<file path="src/rtl/demux_1x8_buffer_pkg.sv">
// Shared types and defaults for the result demultiplexer (package demux_pkg).
// Channel occupancy is a two-state enum; dado_t is the default word type.
package demux_pkg;

  localparam int LARGURA_PADRAO  = 4;
  localparam int N_SAIDAS_PADRAO = 8;

  typedef enum logic {VAZIO, CHEIO} estado_canal_t;

  typedef logic [LARGURA_PADRAO-1:0] dado_t;

endpackage

</file>
<file path="src/rtl/demux_1x8_buffer_canal.sv">
// One-entry output buffer: occupancy FSM plus data register for a single channel.
// valida reflects the FSM state directly, so it is a registered output.
module demux_canal
  import demux_pkg::*;
#(
  parameter int LARGURA = LARGURA_PADRAO
) (
  input  logic               clk,
  input  logic               reset,
  input  logic               escrita,
  input  logic [LARGURA-1:0] dado,
  input  logic               aceite,
  output logic [LARGURA-1:0] dado_out,
  output logic               valida
);

  estado_canal_t      estado_q;
  logic [LARGURA-1:0] dado_q;

  // A write while CHEIO only happens together with aceite, so the new word replaces the old.
  always_ff @(posedge clk) begin
    if (reset) begin
      estado_q <= VAZIO;
      dado_q   <= '0;
    end else begin
      if (escrita) dado_q <= dado;
      case (estado_q)
        VAZIO:   if (escrita) estado_q <= CHEIO;
        CHEIO:   if (aceite && !escrita) estado_q <= VAZIO;
        default: estado_q <= VAZIO;
      endcase
    end
  end

  assign dado_out = dado_q;
  assign valida   = (estado_q == CHEIO);

endmodule

</file>
<file path="src/rtl/demux_1x8_buffer.sv">
// Routes one result word into one of N_SAIDAS one-entry buffers by selecao.
// Optional DEMUX_CONTADOR_EN adds a saturating 8-bit count of accepted writes.
//
// Handshake: a word transfers on a cycle where entrada_valida && entrada_pronta;
// entrada_pronta never depends on entrada_valida, and the producer may hold
// entrada_valida high with unchanged entrada/selecao until pronta rises.
module demux_1x8_buffer
  import demux_pkg::*;
#(
  parameter int LARGURA  = LARGURA_PADRAO,
  parameter int N_SAIDAS = N_SAIDAS_PADRAO,
  parameter int SEL_W    = 3
) (
  input  logic                              clk,
  input  logic                              reset,
  input  logic [LARGURA-1:0]                entrada,
  input  logic [SEL_W-1:0]                  selecao,
  input  logic                              entrada_valida,
  output logic                              entrada_pronta,
  output logic [N_SAIDAS-1:0][LARGURA-1:0]  saida,
  output logic [N_SAIDAS-1:0]               saida_valida,
  input  logic [N_SAIDAS-1:0]               aceite,
  output logic                              erro_sel,
  output logic [7:0]                        contador
);

  logic                sel_hit;
  logic                cheio_sel;
  logic                aceite_sel;
  logic                transfer;
  logic [N_SAIDAS-1:0] escrita;
  logic                erro_q;

  always_comb begin
    sel_hit    = 1'b0;
    cheio_sel  = 1'b0;
    aceite_sel = 1'b0;
    for (int k = 0; k < N_SAIDAS; k++) begin
      if (selecao == SEL_W'(k)) begin
        sel_hit    = 1'b1;
        cheio_sel  = saida_valida[k];
        aceite_sel = aceite[k];
      end
    end
  end

  assign entrada_pronta = !sel_hit || !cheio_sel || aceite_sel;
  assign transfer       = entrada_valida && entrada_pronta;

  always_comb begin
    escrita = '0;
    for (int k = 0; k < N_SAIDAS; k++) begin
      escrita[k] = transfer && (selecao == SEL_W'(k));
    end
  end

  for (genvar g = 0; g < N_SAIDAS; g++) begin : g_canal
    demux_canal #(.LARGURA(LARGURA)) u_canal (
      .clk      (clk),
      .reset    (reset),
      .escrita  (escrita[g]),
      .dado     (entrada),
      .aceite   (aceite[g]),
      .dado_out (saida[g]),
      .valida   (saida_valida[g])
    );
  end

  // Out-of-range selecao is still "accepted" so the producer never stalls on it.
  always_ff @(posedge clk) begin
    if (reset) erro_q <= 1'b0;
    else       erro_q <= transfer && !sel_hit;
  end
  assign erro_sel = erro_q;

`ifdef DEMUX_CONTADOR_EN
  logic [7:0] contador_q;
  always_ff @(posedge clk) begin
    if (reset) begin
      contador_q <= 8'h00;
    end else if (transfer && sel_hit && (contador_q != 8'hFF)) begin
      contador_q <= contador_q + 8'd1;
    end
  end
  assign contador = contador_q;
`else
  assign contador = 8'h00;
`endif

endmodule
</file>
<file path="config.mk">
export PLATFORM = sky130hd
export DESIGN_NAME = demux_1x8_buffer
export DESIGN_NICKNAME = d
export VERILOG_FILES = /design/src/rtl/demux_1x8_buffer_pkg.sv /design/src/rtl/demux_1x8_buffer_canal.sv /design/src/rtl/demux_1x8_buffer.sv
export SDC_FILE = /design/constraint.sdc
export NUM_CORES = 1
export LEC_CHECK = 0
export BUFFER_PORTS_ARGS = -buffer_cell sky130_fd_sc_hd__buf_4
export CORE_MARGIN = 2
export CORE_UTILIZATION = 51
export CTS_CLUSTER_SIZE = 12
export DETAILED_ROUTE_END_ITERATION = 10
export PLACE_DENSITY = 0.89
export SLEW_MARGIN = 20
export SYNTH_ARGS = -nofsm -noshare
export SYNTH_HDL_FRONTEND = slang
export SYNTH_SLANG_ARGS = --single-unit
</file>
<file path="constraint.sdc">
create_clock -name clk -period 3.6 [get_ports clk]
set_input_delay 0.72 -clock clk [delete_from_list [all_inputs] [get_ports clk]]
set_output_delay 0.72 -clock clk [all_outputs]
set_load 0.02 [all_outputs]
</file>
==> metrics.csv, run 1 <==
metric,value,unit
post-DP HPWL,2540,microns
Placer Congestion,0.778,
clk_lat worst skew,0.35,ns
final WL,3540,microns
Crit Path Category,input pin to output pin,
buffers and inverters on the worst path,2,
ant diodes,0,
Levels on crit path,6,
CP most frequent cell,buf_4,
io pins,68,
Max clock buf depth,2,
clk sinks,41,
"Top FF cell, synth",dfxtp_1,
post-synthesis sequential area ratio,47.0,%
number of global-route vias before repair,1315,
Syn Area/Cell,9.60,sq um
final hold slack,0.511,ns
Worst EP arrival,1.77,ns
total setup buffers inserted after CTS,0,
Worst R2R End,g_canal[7].u_canal.dado_out[2]$_SDFFE_PP0P_,
Max Cap Viol,0,
Final nets,243,
total global-route track usage,19.1,%
Static Leak,1.03,nW
Slowest cell on crit path,mux4_2,
register-to-register setup slack,2.21,ns
PD cells,409,nW/um^2
total die area,3910,sq um
RSZ-0062 raised after global routing,no,
FMAX,402,MHz
Layout Skew,0.00681,ns
Die Wd,62.5,microns
cell count after synthesis,182,
CP Data Required Time,2.88,ns
IO buf count,59,
Initial DRT Pass Iterations,4,
post-route setup TNS,0,ns
largest net degree at the start of global routing,41,
Clock transition at path regs,0.12,ns
Initial DRC Count,49,
Post-Syn Area,1750,sq um
"Slew Viols, Final",0,
post-synth top area share,47.0,%
reg2reg path depth,4,
final setup fails,0,
max_slew headroom,62.5,%
Setup crit start kind,input pin,
Area Overhead vs Synth,24.1,%
total grt overflow,0,
vias after detailed routing,1341,
clock root cell,clkbuf_4,
Synth area leader,dfxtp_1,
synth unique cells,24,
"CP delay by family, top",multiplexers,
post-synthesis register bit count,41,
TritonCTS Buffers,5,
Crit Path Max Fanout,4,
most instantiated cells after synthesis,"dfxtp_1, nor2_1, mux2i_1",
most frequent cell after synthesis,dfxtp_1,
Fin. Hold Viols,0,
share of post-route cells with drive strength above 1,31.0,%
DR DRC count,0,
crit-path cells,"buf_4, nand2b_1, mux4_2, nand2_1, o21ai_1, buf_4",
Die Height,62.5,microns
Worst Setup SP,aceite[5],
Critical Path Sink,entrada_pronta,
period utilization,69.2,%
post-CTS sizing,0,
synth top area cells,"dfxtp_1, mux2i_1, buf_4",
TritonCTS clock tree,yes,
Tmin final,2.49,ns
worst hold path type,flip-flop to flip-flop,
asr flop ratio synth,0,%
Initial Util,52.8,%
H-tree depth,2,
initial antenna violation count,0,
RR Startpoint,g_canal[7].u_canal.valida$_SDFF_PP0_,
outcome,finished clean,
drt wl/cell,13.0,microns
Worst path max stage delay,0.47,ns
core area,3310,sq um
global-route wire length before repair,5890,microns
Rows,21,
VDD IR max,0.000332,V
Post-synth EDFFs,0,
CTS Hold Bufs,0,
type of destination of the critical path,output pin,
via/cell ratio,4.93,
Post-DRT Antenna Nets,0,
worst-margin pin slew,0.561,ns
Yosys Warn Count,0,
how the worst min path moves through the flow:
stage	from	end	slack [ns]	cells past startpoint
finish	g_canal[0].u_canal.dado_out[1]$_SDFFE_PP0P_	g_canal[0].u_canal.dado_out[1]$_SDFFE_PP0P_	0.51	2
floorplan	g_canal[6].u_canal.valida$_SDFF_PP0_	g_canal[6].u_canal.valida$_SDFF_PP0_	0.48	2
global route	g_canal[5].u_canal.dado_out[2]$_SDFFE_PP0P_	g_canal[5].u_canal.dado_out[2]$_SDFFE_PP0P_	0.55	2
global placement	g_canal[6].u_canal.dado_out[3]$_SDFFE_PP0P_	g_canal[6].u_canal.dado_out[3]$_SDFFE_PP0P_	0.48	2
detailed placement	g_canal[0].u_canal.dado_out[1]$_SDFFE_PP0P_	g_canal[0].u_canal.dado_out[1]$_SDFFE_PP0P_	0.48	2
CTS	g_canal[0].u_canal.dado_out[1]$_SDFFE_PP0P_	g_canal[0].u_canal.dado_out[1]$_SDFFE_PP0P_	0.51	2
kinds of logic after synthesis:
group	Yosys count	synth area share [%]
flops	41	47.0
compound gates	13	4.30
other cells	1	0.215
buf+inv	34	12.0
simple gates	60	16.9
mux	33	19.6
stage by stage:
stage | utilization (%) | total power, mW | worst slack, ns | instance area (sq um) | instances
2_1_floorplan | - | 0.553 | 1.27 | 1780 | 190
3_3_place_gp | 62.8 | 0.578 | 1.13 | 2080 | 264
3_5_place_dp | 62.8 | 0.580 | 1.12 | 2080 | 264
4_1_cts | 65.5 | 0.894 | 1.11 | 2170 | 272
5_1_grt | 65.5 | 0.920 | 1.07 | 2170 | 272
6_report | 65.5 | 0.887 | 1.11 | 2170 | 272
flip-flops by register name (all words and copies together), names as in the netlist:
name	cells
erro_sel	1
g_canal.u_canal.dado_out	32
g_canal.u_canal.valida	8
layout by cell type (no fill, tap or decap), drive strengths merged:
| master | synthesis | routed |
|---|---|---|
| a21oi | 8 | 8 |
| a31oi | 1 | 1 |
| and4 | 3 | 3 |
| buf | 25 | 59 |
| bufinv | 0 | 1 |
| clkbuf | 6 | 6 |
| clkinvlp | 0 | 1 |
| conb | 1 | 9 |
| dfxtp | 41 | 41 |
| inv | 3 | 3 |
| mux2i | 32 | 32 |
| mux4 | 1 | 1 |
| nand2 | 2 | 2 |
| nand2b | 9 | 9 |
| nand3 | 4 | 4 |
| nand4 | 2 | 2 |
| nor2 | 34 | 34 |
| nor2b | 4 | 4 |
| nor3b | 2 | 2 |
| o21ai | 1 | 1 |
| o22a | 1 | 1 |
| o22ai | 1 | 1 |
| o31a | 1 | 1 |
where the power goes:
group	switching [mW]	internal [mW]	total [mW]
combinational	0.0583	0.0419	0.100
sequential	0.00530	0.464	0.469
clock	0.153	0.165	0.318
total	0.216	0.671	0.887
final cells by class:
| class | instances | area, sq um |
|---|---|---|
| multi-input combinational | 115 | 747 |
| timing repair buffer | 59 | 443 |
| sequential | 41 | 821 |
| tap | 46 | 57.6 |
| inverter | 3 | 11.3 |
| fill | 283 | 1140 |
| clock inverter | 2 | 37.5 |
| clock buffer | 6 | 51.3 |
routing by layer:
metal | share of wire, % | GRT usage [%] | routed length, microns | vias up
met5 | 0 | 0 | 0 | -
met4 | 1.4 | 7.50 | 50 | 0
met3 | 8.0 | 6.85 | 283 | 6
met2 | 47 | 31.5 | 1660 | 50
met1 | 44 | 22.8 | 1540 | 622
li1 | - | - | - | 663
worst reg2reg max path: cells and delay by family (launching register included):
family / cells / cell delay [ns]
AND/OR/NAND/NOR: 3 / 0.68
flip-flops: 1 / 0.33
multiplexers: 1 / 0.28
Power figures use the tool's default switching activity.
==> inputs of run 2 (changes only) <==
CORE_UTILIZATION = 43   (was 51)
PLACE_DENSITY = 0.81   (was 0.89)
clock period = 2.18 ns   (was 3.6 ns; I/O delays follow)
==> metrics.csv, run 2 (same netlist as run 1, synthesis figures left out) <==
metric,value,unit,change
outcome,finished clean,,
Die Wd,67.7,microns,+8.3%
Layout Skew,0.00420,ns,-0.00261 ns
Static Leak,1.02,nW,-0.69%
Initial Util,44.3,%,-8.5 points
"commonest non-fill, non-tap cells in the layout","buf_4, dfxtp_1, nor2_1",,
TritonCTS clock tree,yes,,
final WL,3670,microns,+3.7%
Area Overhead vs Synth,24.4,%,
max_slew headroom,61.5,%,-1.1 points
Fin. Hold Viols,0,,unchanged
clk sinks,41,,unchanged
post-CTS sizing,0,,unchanged
clock root cell,clkbuf_8,,
Worst EP arrival,1.51,ns,-0.26 ns
DR DRC count,0,,unchanged
Initial DRT Pass Iterations,4,,unchanged
Post-DRT Antenna Nets,0,,unchanged
drt wl/cell,13.3,microns,+2.2%
"commonest non-fill, non-tap cell in the layout",buf_4,,
"Slew Viols, Final",0,,unchanged
Final Util,55.1,%,-10 points
Final nets,243,,unchanged
core area,3940,sq um,+19%
Clock transition at path regs,0.08,ns,-0.04 ns
PD cells,655,nW/um^2,+60%
final setup fails,0,,unchanged
VDD IR max,0.000365,V,+9.8%
final hold slack,0.444,ns,-0.0671 ns
FF/Latch Area,821,sq um,unchanged
total setup buffers inserted after CTS,0,,unchanged
Tmin final,1.95,ns,
clock share of power,33.9,%,-1.9 points
register share of total power,54.4,%,+1.5 points
Sw Ratio,25.5,%,+1.1 points
global-route wire length before repair,5650,microns,-4.1%
vias after detailed routing,1339,,-0.15%
FMAX,513,MHz,
initial antenna violation count,0,,unchanged
IO buf count,59,,unchanged
Gate power share,11.7,%,+0.4 points
CP Data Required Time,1.74,ns,-1.14 ns
CTS Hold Bufs,0,,unchanged
io pins,68,,unchanged
worst-margin pin slew,0.577,ns,+0.0158 ns
clk_lat worst skew,0.29,ns,-0.06 ns
H-tree depth,2,,unchanged
Crit Path Max Fanout,4,,unchanged
Largest register FFs,32,,unchanged
Filler cells,373,,+32%
largest net degree at the start of global routing,41,,unchanged
type of destination of the critical path,output pin,,
hold path depth,3,,+1
Sw Pwr,364,uW,+68%
total grt overflow,0,,unchanged
period utilization,89.4,%,
Pint,1.06,mW,+58%
worst hold path type,input pin to flip-flop,,
Initial DRC Count,61,,+24%
post-route setup TNS,0,ns,unchanged
TritonCTS Buffers,5,,unchanged
number of global-route vias before repair,1250,,-4.9%
RSZ-0062 raised after global routing,no,,
Rows,23,,+9.5%
post-DP HPWL,2660,microns,+4.5%
Max clock buf depth,2,,unchanged
via/cell ratio,4.85,,-1.6%
Placer Congestion,0.677,,-13%
total die area,4590,sq um,+17%
Max Cap Viol,0,,unchanged
Crit Path Category,flip-flop to output pin,,
share of post-route cells with drive strength above 1,30.5,%,-0.44 points
total global-route track usage,16.9,%,-2.2 points
reg2reg path depth,4,,unchanged
Die Height,67.7,microns,+8.3%
Setup crit start kind,flip-flop,,
area of the multi-input gates,747,sq um,unchanged
ant diodes,0,,unchanged
## run 2: cell types whose count changed in the layout (fill, tap and decap cells not counted), sizes merged
cell / change
bufinv: -1
clkinvlp: +1
## run 2: worst paths after layout
| kind | start | slack [ns] | endpoint |
|---|---|---|---|
| setup / recovery | g_canal[5].u_canal.valida$_SDFF_PP0_ | 0.23 | entrada_pronta |
| setup reg to reg | g_canal[7].u_canal.valida$_SDFF_PP0_ | 0.80 | g_canal[7].u_canal.dado_out[1]$_SDFFE_PP0P_ |
| hold reg to reg | g_canal[0].u_canal.dado_out[2]$_SDFFE_PP0P_ | 0.50 | g_canal[0].u_canal.dado_out[2]$_SDFFE_PP0P_ |
| hold / removal | aceite[2] | 0.44 | g_canal[2].u_canal.valida$_SDFF_PP0_ |
## run 2: power by group through the flow
stage / Clock, mW / Sequential [mW] / Combinational, mW
final: 0.483 / 0.774 / 0.167
after global routing: 0.528 / 0.776 / 0.182
after CTS: 0.499 / 0.774 / 0.168
after detailed placement: 0 / 0.792 / 0.168
after global placement: 0 / 0.791 / 0.165
after floorplan: 0 / 0.807 / 0.106
## run 2: stage by stage
| stage | worst slack, ns | area [sq um] | total power [mW] | std cells |
|---|---|---|---|---|
| global route | 0.155 | 2170 | 1.49 | 276 |
| global placement | 0.273 | 2080 | 0.956 | 268 |
| floorplan | 0.415 | 1780 | 0.914 | 190 |
| detailed placement | 0.231 | 2080 | 0.959 | 268 |
| CTS | 0.213 | 2170 | 1.44 | 276 |
| finish | 0.231 | 2170 | 1.42 | 276 |
## run 2: area by class of cell
cell class | count | area share [%]
inverters | 3 | 0.518
clock inverters | 2 | 0.691
well taps | 50 | 2.88
clock buffers | 6 | 3.34
repair buffers | 59 | 20.4
flip-flops and latches | 41 | 37.8
multi-input cells | 115 | 34.4
## run 2: worst max-delay path, cell delays in order, from the launching register on
cell and delay (ns):
dfxtp_1 0.33, nand2b_1 0.12, mux4_2 0.49, nand2_1 0.08
o21ai_1 0.06, buf_4 0.16
## run 2: per-layer routing
metal | vias up | GRT usage (%) | wire (microns)
met5 | - | 0 | 0
met4 | 0 | 5.10 | 33
met3 | 5 | 6.50 | 296
met2 | 51 | 27.3 | 1740
met1 | 621 | 20.7 | 1590
li1 | 662 | - | -
==> inputs of run 3 (changes only) <==
BUFFER_PORTS_ARGS = -buffer_cell sky130_fd_sc_hd__clkbuf_2   (was -buffer_cell sky130_fd_sc_hd__buf_4)
==> metrics.csv, run 3 (same netlist as run 1, synthesis figures left out) <==
metric,value,unit,change
share of post-route cells with drive strength above 1,30.8,%,+0.31 points
Fin. Hold Viols,0,,unchanged
FF/Latch Area,821,sq um,unchanged
Layout Cells excl Fill,277,,+0.36%
"Worst Setup Slack, final",0.242,ns,+0.0101 ns
Post-DRT Antenna Nets,0,,unchanged
io pins,68,,unchanged
Initial Util,44.3,%,unchanged
max_slew headroom,46.9,%,-15 points
post-CTS sizing,0,,unchanged
RSZ-0062 raised after global routing,no,,
Initial DRC Count,57,,-6.6%
final hold slack,0.445,ns,+0.00163 ns
Max Cap Viol,0,,unchanged
drt wl/cell,13.0,microns,-1.8%
VDD IR max,0.000387,V,+6.1%
Rows,23,,unchanged
total global-route track usage,16.5,%,-0.37 points
total setup buffers inserted after CTS,0,,unchanged
vias after detailed routing,1305,,-2.5%
worst hold path type,input pin to flip-flop,,
Die Wd,67.7,microns,unchanged
Crit Path Category,flip-flop to output pin,,
Initial DRT Pass Iterations,4,,unchanged
area of the multi-input gates,747,sq um,unchanged
Largest register FFs,32,,unchanged
CP Data Required Time,1.74,ns,about the same
worst-margin pin slew,0.796,ns,+0.219 ns
type of destination of the critical path,output pin,,
global-route wire length before repair,5440,microns,-3.7%
post-route setup TNS,0,ns,unchanged
clk sinks,41,,unchanged
Crit Path Max Fanout,4,,unchanged
Pwr Total,1.41,mW,-1.2%
core area,3940,sq um,unchanged
PD cells,692,nW/um^2,+5.6%
post-DP HPWL,2650,microns,-0.35%
Filler cells,379,,+1.6%
CTS Hold Bufs,0,,unchanged
Die Height,67.7,microns,unchanged
FMAX,516,MHz,+0.52%
Placer Congestion,0.705,,+4.2%
via/cell ratio,4.71,,-2.9%
DR DRC count,0,,unchanged
Max clock buf depth,2,,unchanged
Clock transition at path regs,0.08,ns,about the same
Layout Skew,0.00304,ns,-0.00116 ns
TritonCTS clock tree,yes,,
largest net degree at the start of global routing,41,,unchanged
"Slew Viols, Final",0,,unchanged
Tmin final,1.94,ns,-0.0101 ns
total die area,4590,sq um,unchanged
"commonest non-fill, non-tap cells in the layout","clkbuf_2, dfxtp_1, nor2_1",,
ant diodes,0,,unchanged
TritonCTS Buffers,5,,unchanged
clk_lat worst skew,0.29,ns,about the same
number of global-route vias before repair,1100,,-12%
period utilization,88.9,%,-0.46 points
Final nets,244,,+0.41%
dpl ws,0.250,ns,+0.0194 ns
final WL,3610,microns,-1.4%
IO buf count,59,,unchanged
clock root cell,clkbuf_8,,
Area Overhead vs Synth,16.3,%,
outcome,finished clean,,
H-tree depth,2,,unchanged
final setup fails,0,,unchanged
Static Leak,0.979,nW,-3.8%
Worst EP arrival,1.50,ns,about the same
Setup crit start kind,flip-flop,,
initial antenna violation count,0,,unchanged
"commonest non-fill, non-tap cell in the layout",clkbuf_2,,
Post-Place Cells,269,,+0.37%
total grt overflow,0,,unchanged
## run 3: changes by cell type in the layout (fill, tap and decap cells not counted), sizes merged
cell | before | now
buf | 59 | 1
clkbuf | 6 | 65
## run 3: cell type report
| type | count | area share [%] |
|---|---|---|
| clock buffers | 6 | 3.57 |
| repair buffers | 60 | 14.9 |
| well taps | 50 | 3.08 |
| clock inverters | 2 | 0.739 |
| flip-flops and latches | 41 | 40.4 |
| inverters | 3 | 0.554 |
| multi-input cells | 115 | 36.8 |
## run 3: layer usage
layer / global-route usage [%] / wire, microns / share of wire [%] / vias up
li1: - / - / - / 664
met1: 21.1 / 1540 / 43 / 588
met2: 25.0 / 1730 / 48 / 48
met3: 7.17 / 312 / 8.6 / 5
met4: 5.36 / 27 / 0.75 / 0
met5: 0 / 0 / 0 / -
## run 3: where the power goes
| part | leakage (nW) | internal [mW] | switching [mW] | total (mW) |
|---|---|---|---|---|
| clock | 0.0374 | 0.225 | 0.260 | 0.486 |
| sequential | 0.332 | 0.765 | 0.00814 | 0.774 |
| combinational | 0.610 | 0.0506 | 0.0968 | 0.147 |
## run 3: worst max-delay path: stages, from the launching register on
cell	delay, ns
dfxtp_1	0.33
nand2b_1	0.12
mux4_2	0.48
nand2_1	0.08
o21ai_1	0.05
clkbuf_2	0.15
## run 3: path summary, 6_finish.rpt
check                                               from                                          end  slack (ns)  cells past startpoint
max                 g_canal[5].u_canal.valida$_SDFF_PP0_                               entrada_pronta        0.24                      5
min                                            aceite[2]         g_canal[2].u_canal.valida$_SDFF_PP0_        0.45                      3
max reg2reg         g_canal[5].u_canal.valida$_SDFF_PP0_  g_canal[5].u_canal.dado_out[0]$_SDFFE_PP0P_        0.87                      4
min reg2reg  g_canal[3].u_canal.dado_out[1]$_SDFFE_PP0P_  g_canal[3].u_canal.dado_out[1]$_SDFFE_PP0P_        0.50                      2
## run 3: through the flow
step | utilization (%) | cell area, sq um
after floorplan | - | 1780
after global placement | 49.3 | 1940
after detailed placement | 49.3 | 1940
after CTS | 51.5 | 2030
after global routing | 51.5 | 2030
final | 51.5 | 2030
